## src/rtl/maxnet_pkg.sv

```systemverilog
// Shared definitions for the MaxNet controller: state encoding and default
// iteration and settle parameters used by the top-level integration.
package maxnet_pkg;

  localparam int MAXNET_MAX_ITER      = 32;
  localparam int MAXNET_SETTLE_CYCLES = 1;
  localparam int MAXNET_ITER_W        = 6;

  typedef enum logic [2:0] {
    ST_IDLE  = 3'd0,
    ST_LOAD  = 3'd1,
    ST_INIT  = 3'd2,
    ST_MULT  = 3'd3,
    ST_WAIT  = 3'd4,
    ST_ADD   = 3'd5,
    ST_CHECK = 3'd6,
    ST_FEED  = 3'd7
  } state_e;

  // DONE shares no spare code in 3 bits, so it is carried as a separate flag.
  typedef struct packed {
    state_e st;
    logic   done;
  } fsm_state_t;

endpackage

```

## src/rtl/settle_counter.sv

```systemverilog
// Loadable down-counter with a zero flag; sets how long the FSM waits for
// the floating-point add/activation path to settle.
module settle_counter #(
  parameter int W = 1
) (
  input  logic         clk,
  input  logic         rst,
  input  logic         load,
  input  logic [W-1:0] load_val,
  output logic         zero
);

  logic [W-1:0] count_q, count_d;

  always_comb begin
    count_d = count_q;
    if (load) begin
      count_d = load_val;
    end else if (count_q != '0) begin
      count_d = count_q - W'(1);
    end
  end

  always_ff @(posedge clk or negedge rst) begin
    if (!rst) begin
      count_q <= '0;
    end else begin
      count_q <= count_d;
    end
  end

  assign zero = (count_q == '0);

endmodule

```

## src/rtl/maxnet_controller.sv

```systemverilog
// Sequencer for the MaxNet winner-take-all datapath: load, inhibition
// iterations until the datapath reports a single survivor, then done/timeout.
module maxnet_controller
  import maxnet_pkg::*;
#(
  parameter int MAX_ITER      = MAXNET_MAX_ITER,
  parameter int SETTLE_CYCLES = MAXNET_SETTLE_CYCLES,
  parameter int ITER_W        = MAXNET_ITER_W
) (
  input  logic              clk,
  input  logic              rst,
  input  logic              start,
  input  logic              found,
  output logic              mainRegWrite,
  output logic              actWrite,
  output logic              s1,
  output logic              s2,
  output logic              s3,
  output logic              s4,
  output logic              multWrite,
  output logic              addWrite,
  output logic              busy,
  output logic              done,
  output logic              timeout,
  output logic [ITER_W-1:0] iter_count
);

  localparam int CNT_W = (SETTLE_CYCLES > 1) ? $clog2(SETTLE_CYCLES) : 1;

  fsm_state_t        state_q, state_d;
  logic [ITER_W-1:0] iter_q, iter_d;
  logic              timeout_q, timeout_d;
  logic              main_reg_write_q, main_reg_write_d;
  logic              act_write_q, act_write_d;
  logic              sel_q, sel_d;
  logic              mult_write_q, mult_write_d;
  logic              add_write_q, add_write_d;
  logic              busy_q, busy_d;
  logic              done_q, done_d;
  logic              settle_zero;
  logic              settle_load;

  assign settle_load = !state_q.done && (state_q.st == ST_MULT);

  settle_counter #(
    .W(CNT_W)
  ) u_settle (
    .clk      (clk),
    .rst      (rst),
    .load     (settle_load),
    .load_val (CNT_W'(SETTLE_CYCLES - 1)),
    .zero     (settle_zero)
  );

  always_comb begin
    state_d   = state_q;
    iter_d    = iter_q;
    timeout_d = timeout_q;
    if (state_q.done) begin
      state_d = '{st: ST_IDLE, done: 1'b0};
    end else begin
      unique case (state_q.st)
        ST_IDLE: begin
          if (start) begin
            state_d.st = ST_LOAD;
            iter_d     = '0;
            timeout_d  = 1'b0;
          end
        end
        ST_LOAD:  state_d.st = ST_INIT;
        ST_INIT:  state_d.st = ST_MULT;
        ST_MULT:  state_d.st = ST_WAIT;
        ST_WAIT: begin
          if (settle_zero) state_d.st = ST_ADD;
        end
        ST_ADD: begin
          state_d.st = ST_CHECK;
          if (iter_q != '1) iter_d = iter_q + ITER_W'(1);
        end
        ST_CHECK: begin
          // found is only trusted here, after the b registers have been updated.
          if (found) begin
            state_d   = '{st: ST_IDLE, done: 1'b1};
            timeout_d = 1'b0;
          end else if (iter_q == ITER_W'(MAX_ITER)) begin
            state_d   = '{st: ST_IDLE, done: 1'b1};
            timeout_d = 1'b1;
          end else begin
            state_d.st = ST_FEED;
            timeout_d  = 1'b0;
          end
        end
        ST_FEED:  state_d.st = ST_MULT;
        default:  state_d.st = ST_IDLE;
      endcase
    end
  end

  // Outputs are decoded from the next state so they line up with the state register.
  always_comb begin
    main_reg_write_d = !state_d.done && (state_d.st == ST_LOAD);
    act_write_d      = !state_d.done && ((state_d.st == ST_INIT) || (state_d.st == ST_FEED));
    sel_d            = !state_d.done && (state_d.st == ST_FEED);
    mult_write_d     = !state_d.done && (state_d.st == ST_MULT);
    add_write_d      = !state_d.done && (state_d.st == ST_ADD);
    busy_d           = state_d.done || (state_d.st != ST_IDLE);
    done_d           = state_d.done;
  end

  always_ff @(posedge clk or negedge rst) begin
    if (!rst) begin
      state_q          <= '{st: ST_IDLE, done: 1'b0};
      iter_q           <= '0;
      timeout_q        <= 1'b0;
      main_reg_write_q <= 1'b0;
      act_write_q      <= 1'b0;
      sel_q            <= 1'b0;
      mult_write_q     <= 1'b0;
      add_write_q      <= 1'b0;
      busy_q           <= 1'b0;
      done_q           <= 1'b0;
    end else begin
      state_q          <= state_d;
      iter_q           <= iter_d;
      timeout_q        <= timeout_d;
      main_reg_write_q <= main_reg_write_d;
      act_write_q      <= act_write_d;
      sel_q            <= sel_d;
      mult_write_q     <= mult_write_d;
      add_write_q      <= add_write_d;
      busy_q           <= busy_d;
      done_q           <= done_d;
    end
  end

  assign mainRegWrite = main_reg_write_q;
  assign actWrite     = act_write_q;
  assign s1           = sel_q;
  assign s2           = sel_q;
  assign s3           = sel_q;
  assign s4           = sel_q;
  assign multWrite    = mult_write_q;
  assign addWrite     = add_write_q;
  assign busy         = busy_q;
  assign done         = done_q;
  assign timeout      = timeout_q;
  assign iter_count   = iter_q;

endmodule

```

## config.mk

```make
export PLATFORM = sky130hd
export DESIGN_NAME = maxnet_controller
export DESIGN_NICKNAME = d
export VERILOG_FILES = /design/src/rtl/maxnet_pkg.sv /design/src/rtl/settle_counter.sv /design/src/rtl/maxnet_controller.sv
export SDC_FILE = /design/constraint.sdc
export NUM_CORES = 1
export LEC_CHECK = 0
export CORE_MARGIN = 1.5
export CORE_UTILIZATION = 30
export CTS_BUF_LIST = sky130_fd_sc_hd__clkbuf_8 sky130_fd_sc_hd__clkbuf_16
export CTS_CLUSTER_SIZE = 16
export DETAILED_ROUTE_END_ITERATION = 10
export GPL_TIMING_DRIVEN = 0
export PLACE_DENSITY_LB_ADDON = 0.3
export SLEW_MARGIN = 25
export SYNTH_ARGS = -nofsm -noshare
export SYNTH_HDL_FRONTEND = slang
export SYNTH_SLANG_ARGS = --single-unit
```

## constraint.sdc

```tcl
create_clock -name clk -period 3.4 [get_ports clk]
set_clock_uncertainty 0.2 [all_clocks]
set_input_delay 0.34 -clock clk [delete_from_list [all_inputs] [get_ports clk]]
set_output_delay 0.34 -clock clk [all_outputs]
set_load 0.01 [all_outputs]
```

==> results of run 1 <==
-- final cells by class --
| class | count | area share (%) |
|---|---|---|
| Multi-Input combinational cell | 61 | 33.1 |
| Timing Repair Buffer | 20 | 17.3 |
| Buffer | 7 | 4.22 |
| Sequential cell | 17 | 36.8 |
| Tap cell | 31 | 3.35 |
| Inverter | 4 | 1.30 |
| Clock inverter | 1 | 0.432 |
| Clock buffer | 3 | 3.57 |
-- logic make-up after synthesis --
kind of cell	synth area share, %
compound gates	18.2
fa+ha+maj	2.87
simple gates	22.8
buf+inv	7.32
flops	48.8
-- worst paths after layout --
kind | startpoint | end | slack, ns
worst max-delay path | done | done | 1.52
worst min-delay path | timeout | timeout | 0.32
worst max register to register | state_q[2] | iter_count[4] | 1.62
worst min register to register | timeout | timeout | 0.32
max in group asynchronous | rst | mainRegWrite | 2.20
min in group asynchronous | rst | addWrite | 0.33
-- power groups by stage --
stage	sequential [mW]	clock [mW]	combinational (mW)
after detailed placement	0.356	0	0.508
final	0.352	0.153	0.507
after floorplan	0.369	0	0.292
after global routing	0.367	0.165	0.557
after CTS	0.353	0.159	0.511
after global placement	0.353	0	0.501
-- per-layer routing --
metal	GRT usage, %	wire, um
met5	0	0
met4	2.99	17
met1	17.9	892
met3	5.30	128
met2	17.4	819
-- registers in the layout, indices dropped and copies added (netlist names) --
| register | count |
|---|---|
| done | 1 |
| addWrite | 1 |
| mainRegWrite | 1 |
| multWrite | 1 |
| iter_count | 6 |
| busy | 1 |
| timeout | 1 |
| state_q | 3 |
| actWrite | 1 |
| s1 | 1 |
-- cell usage in the layout, fill, tap and decap left out, types with 3 or more instances in the layout --
master,n
buf_4,4
nor3_1,3
nor2_1,5
clkbuf_8,3
o31ai_1,4
inv_1,4
o21ai_0,6
nor2b_1,3
nand3_1,7
nand2_1,8
dfrtp_1,17
clkdlybuf4s50_1,20
-- stage by stage --
step           instance area [um2]  setup WS (ns)
3_3_place_gp                  1110           1.58
6_report                      1160           1.52
4_1_cts                       1160           1.50
5_1_grt                       1160           1.45
2_1_floorplan                  872           1.83
3_5_place_dp                  1110           1.57
==> out/qor.yml, run 1 <==
end_kind: "output pin"
seq_power_share_pct: 34.8
multi_input_area_um2: 383
cp_top_family: "buffers and inverters"
instances_no_fill: 144
n_fill_cell: 280
vdd_drop_max_uv: 529
hold_viol: 0
grt_max_degree: 18
fmax_mhz: 531
post-route-drc-count: 0
synth_edf_count: 0
numCtsBuffers: 3
synth.avg_cell_area_um2: 9.80
synth.area.top_cells: "dfrtp_1, nand3_1, o21ai_0"
critPathRequiredTime_ns: 2.86
hpwl_mm: 1.33
async_flop_share_pct: 100
fin_util_pct: 42.0
routabilityCongestion: 0.823
cpMaxStageDelayCell: "clkdlybuf4s50_1"
cpPeakStageDelay_ns: 0.59
cp-start-kind: "flop"
drtIter0Drc: 32
cts.sinks: 17
die-area_mm2: 0.00324
setup_tns_ns: 0
die_w_um: 56.9
final_nets: 120
insertion_delay_ns: 0.25
syn_nets: 95
ys_types: 32
synth_warnings: 0
path_cells: "clkdlybuf4s50_1"
die_y_um: 56.9
cts-root-buf: "clkbuf_8"
grt_use_total_pct: 12.5
drt_pass1_iterations: 4
swShare_pct: 39.2
io_pins: 21
critical_path_cell_count: 1
rsz0062_at_grt: "false"
ys.flop_type: "dfrtp_1"
portBuffers: 20
placedCellCount: 140
totalPowerFinal_mw: 1.01
slew_violations: 0
setup_viol: 0
syn-cell-area_um2: 872
fin_crit_sh_pct: 55.4
synth_commonest_cells: "dfrtp_1, nand2_1, nand3_1"
slew_headroom_pct: 49.6
power_density_mw_per_mm2: 875
path_buf_inv: 1
p_clk_share_pct: 15.1
worst_pin_slew_ns: 0.754
placementRows: 19
drive_gt1_share_pct: 11.5
htreeDepth: 1
whs_ns: 0.323
cts_tree: "done"
clockBufferDepth: 2
synth_seq_cells: 17
yosysTopAreaCell: "dfrtp_1"
whs_path_depth: 2
maxCapViolCount: 0
cp.arrival_ns: 1.34
hold_class: "flop to flop"
hold_buffers: 0
antenna_left: 0
fp.coreArea_mm2: 0.00276
critical_path_class: "flop to output pin"
viasPerCell: 5.27
cp_max_fo: 9
grt_pass1_vias: 689
vias: 759
fin_crit_ns: 1.88
rr_worst_depth: 5
grt_pass1_wl_mm: 3.17
antenna_cells: 0
cts_setup_buffers: 0
wirelength_mm: 1.86
overflow: 0
area.sequential_um2: 425
status: "finished clean"
synth_seq_area_share_pct: 48.8
comb_power_share_pct: 50.1
postSynthCellCount: 89
start_util_pct: 31.6
leakage_nw: 0.483
antenna_found_initial: 0
power_switching_mw: 0.397
post_drt_wl_per_cell_um: 12.9
cts_resized: 0
area_growth_pct: 32.7
clkTransAtPathRegs_ns: 0.07
synth.most_common_cell: "dfrtp_1"
yosysTopAreaCellShare_pct: 48.8
internal_power_mw: 0.615
Power figures use the tool's default switching activity.
==> run 2, diff against run 1 <==
- clock period: 3.4 -> 1.6 ns (I/O delays scaled with it)
==> out/qor.yml, run 2 (synthesized netlist as in run 1, its figures left out) <==
status: "finished clean"
viasPerCell: 5.20
cts.sinks: 17
swShare_pct: 40.0
io_pins: 21
area_growth_pct: 47.9
worst_pin_slew_ns: 0.756
antenna_found_initial: 0
antenna_left: 0
final_nets: 127
vias: 785
slew_violations: 0
hold_viol: 0
grt_pass1_wl_mm: 3.30
power_density_mw_per_mm2: 1820
cts_tree: "done"
final_cell_mix: "dfrtp_1, clkdlybuf4s50_1, buf_4"
post-route-drc-count: 0
path_buf_inv: 1
cts-root-buf: "clkbuf_8"
cp.arrival_ns: 1.54
htreeDepth: 1
fin_crit_ns: 1.59
vdd_drop_max_uv: 1070
layout_commonest_cell: "dfrtp_1"
drt_pass1_iterations: 4
portBuffers: 20
drive_gt1_share_pct: 30.8
antenna_cells: 0
cp-start-kind: "flop"
clkTransAtPathRegs_ns: 0.07
hpwl_mm: 1.33
fin_crit_sh_pct: 99.4
n_fill_cell: 272
hold_class: "input pin to async pin"
fp.coreArea_mm2: 0.00276
critPathRequiredTime_ns: 1.55
cp_max_fo: 6
path_cells: "buf_6 -> or2_4 -> or3_4 -> nand3_2 -> o21ai_2"
grt_max_degree: 18
rr_startpoint: "state_q[2]"
fin_util_pct: 46.8
rr_worst_depth: 5
die_w_um: 56.9
cpPeakStageDelay_ns: 0.41
setup_tns_ns: 0
numCtsBuffers: 3
comb_power_share_pct: 52.3
placementRows: 19
seq_power_share_pct: 33.6
leakage_nw: 0.602
die-area_mm2: 0.00324
drtIter0Drc: 17
internal_power_mw: 1.41
r2r_end: "iter_count[0]"
routabilityCongestion: 0.823
hold_buffers: 0
power_switching_mw: 0.940
clockBufferDepth: 2
grt_pass1_vias: 735
cp_top_family: "simple AND/OR/NAND/NOR gates"
die_y_um: 56.9
whs_ns: 0.147
overflow: 0
post_drt_wl_per_cell_um: 13.5
largest_reg_flops: 6
setup_viol: 0
setup_ws_ns: 0.0102
pre_cts_ws_ns: -0.126
slew_headroom_pct: 49.4
maxCapViolCount: 0
rsz0062_at_grt: "true"
cpMaxStageDelayCell: "or3_4"
end_kind: "flop"
grt_use_total_pct: 13.0
wirelength_mm: 2.04
ff2ff_setup_slack_ns: 0.01
fmax_mhz: 629
p_clk_share_pct: 14.0
critical_path_class: "flop to flop"
insertion_delay_ns: 0.26
start_util_pct: 31.6
## run 2: cell count changes in the layout (fill, tap and decap cells not counted), sizes merged
cell / previous run / this run
dlygate4sd2: 0 / 6
clkdlybuf4s50: 20 / 11
dlymetal6s2s: 0 / 3
buf: 5 / 12
## run 2: worst register-to-register path: cells and delay by family (launching register included)
kind | cells | cell delay [ns]
simple gates | 3 | 0.72
flops | 1 | 0.37
buf+inv | 1 | 0.13
compound gates | 1 | 0.05
## run 2: area by class of cell
class | count | area, um2 | area share [%]
Clock inverter | 1 | 5.00 | 0.388
Sequential cell | 17 | 432 | 33.5
Clock buffer | 3 | 41.3 | 3.20
Tap cell | 31 | 38.8 | 3.01
Buffer | 7 | 55.1 | 4.27
Multi-Input combinational cell | 61 | 450 | 34.9
Timing Repair Buffer | 27 | 253 | 19.6
Inverter | 4 | 15.0 | 1.16
## run 2: what timing repair did
item	4_1_cts	5_1_grt
resized for setup	13	22
cloned	0	0
buffers inserted	4	3
pin swaps	1	6
endpoints found under the setup margin	17	13
## run 2: power groups by stage
stage,Clock (mW),Sequential (mW),Combinational [mW]
floorplan,0,0.783,0.620
global placement,0,0.750,1.06
detailed placement,0,0.756,1.08
CTS,0.338,0.754,1.09
global route,0.350,0.820,1.35
finish,0.329,0.789,1.23
## run 2: worst max-delay path by stage
stage	from	to	slack, ns	cells past startpoint
floorplan	state_q[2]	iter_count[0]	0.03	5
global placement	state_q[2]	iter_count[3]	-0.1	5
detailed placement	state_q[2]	iter_count[4]	-0.13	5
CTS	state_q[2]	iter_count[1]	-0.01	5
global route	state_q[2]	iter_count[0]	-0.04	5
finish	state_q[2]	iter_count[0]	0.01	5
## run 2: per-layer routing
layer	wire, um	up-vias	track usage [%]	part of all wire (%)
met5	0	-	0	0
met3	98	5	5.30	4.8
met2	968	18	19.5	48
li1	-	386	-	-
met1	952	376	17.7	47
met4	17	0	2.99	0.83
## run 2: through the flow
stage | power, mW | area [um2] | instances
floorplan | 1.40 | 872 | 89
global placement | 1.81 | 1110 | 140
detailed placement | 1.83 | 1110 | 140
CTS | 2.18 | 1190 | 148
global route | 2.52 | 1290 | 151
finish | 2.35 | 1290 | 151
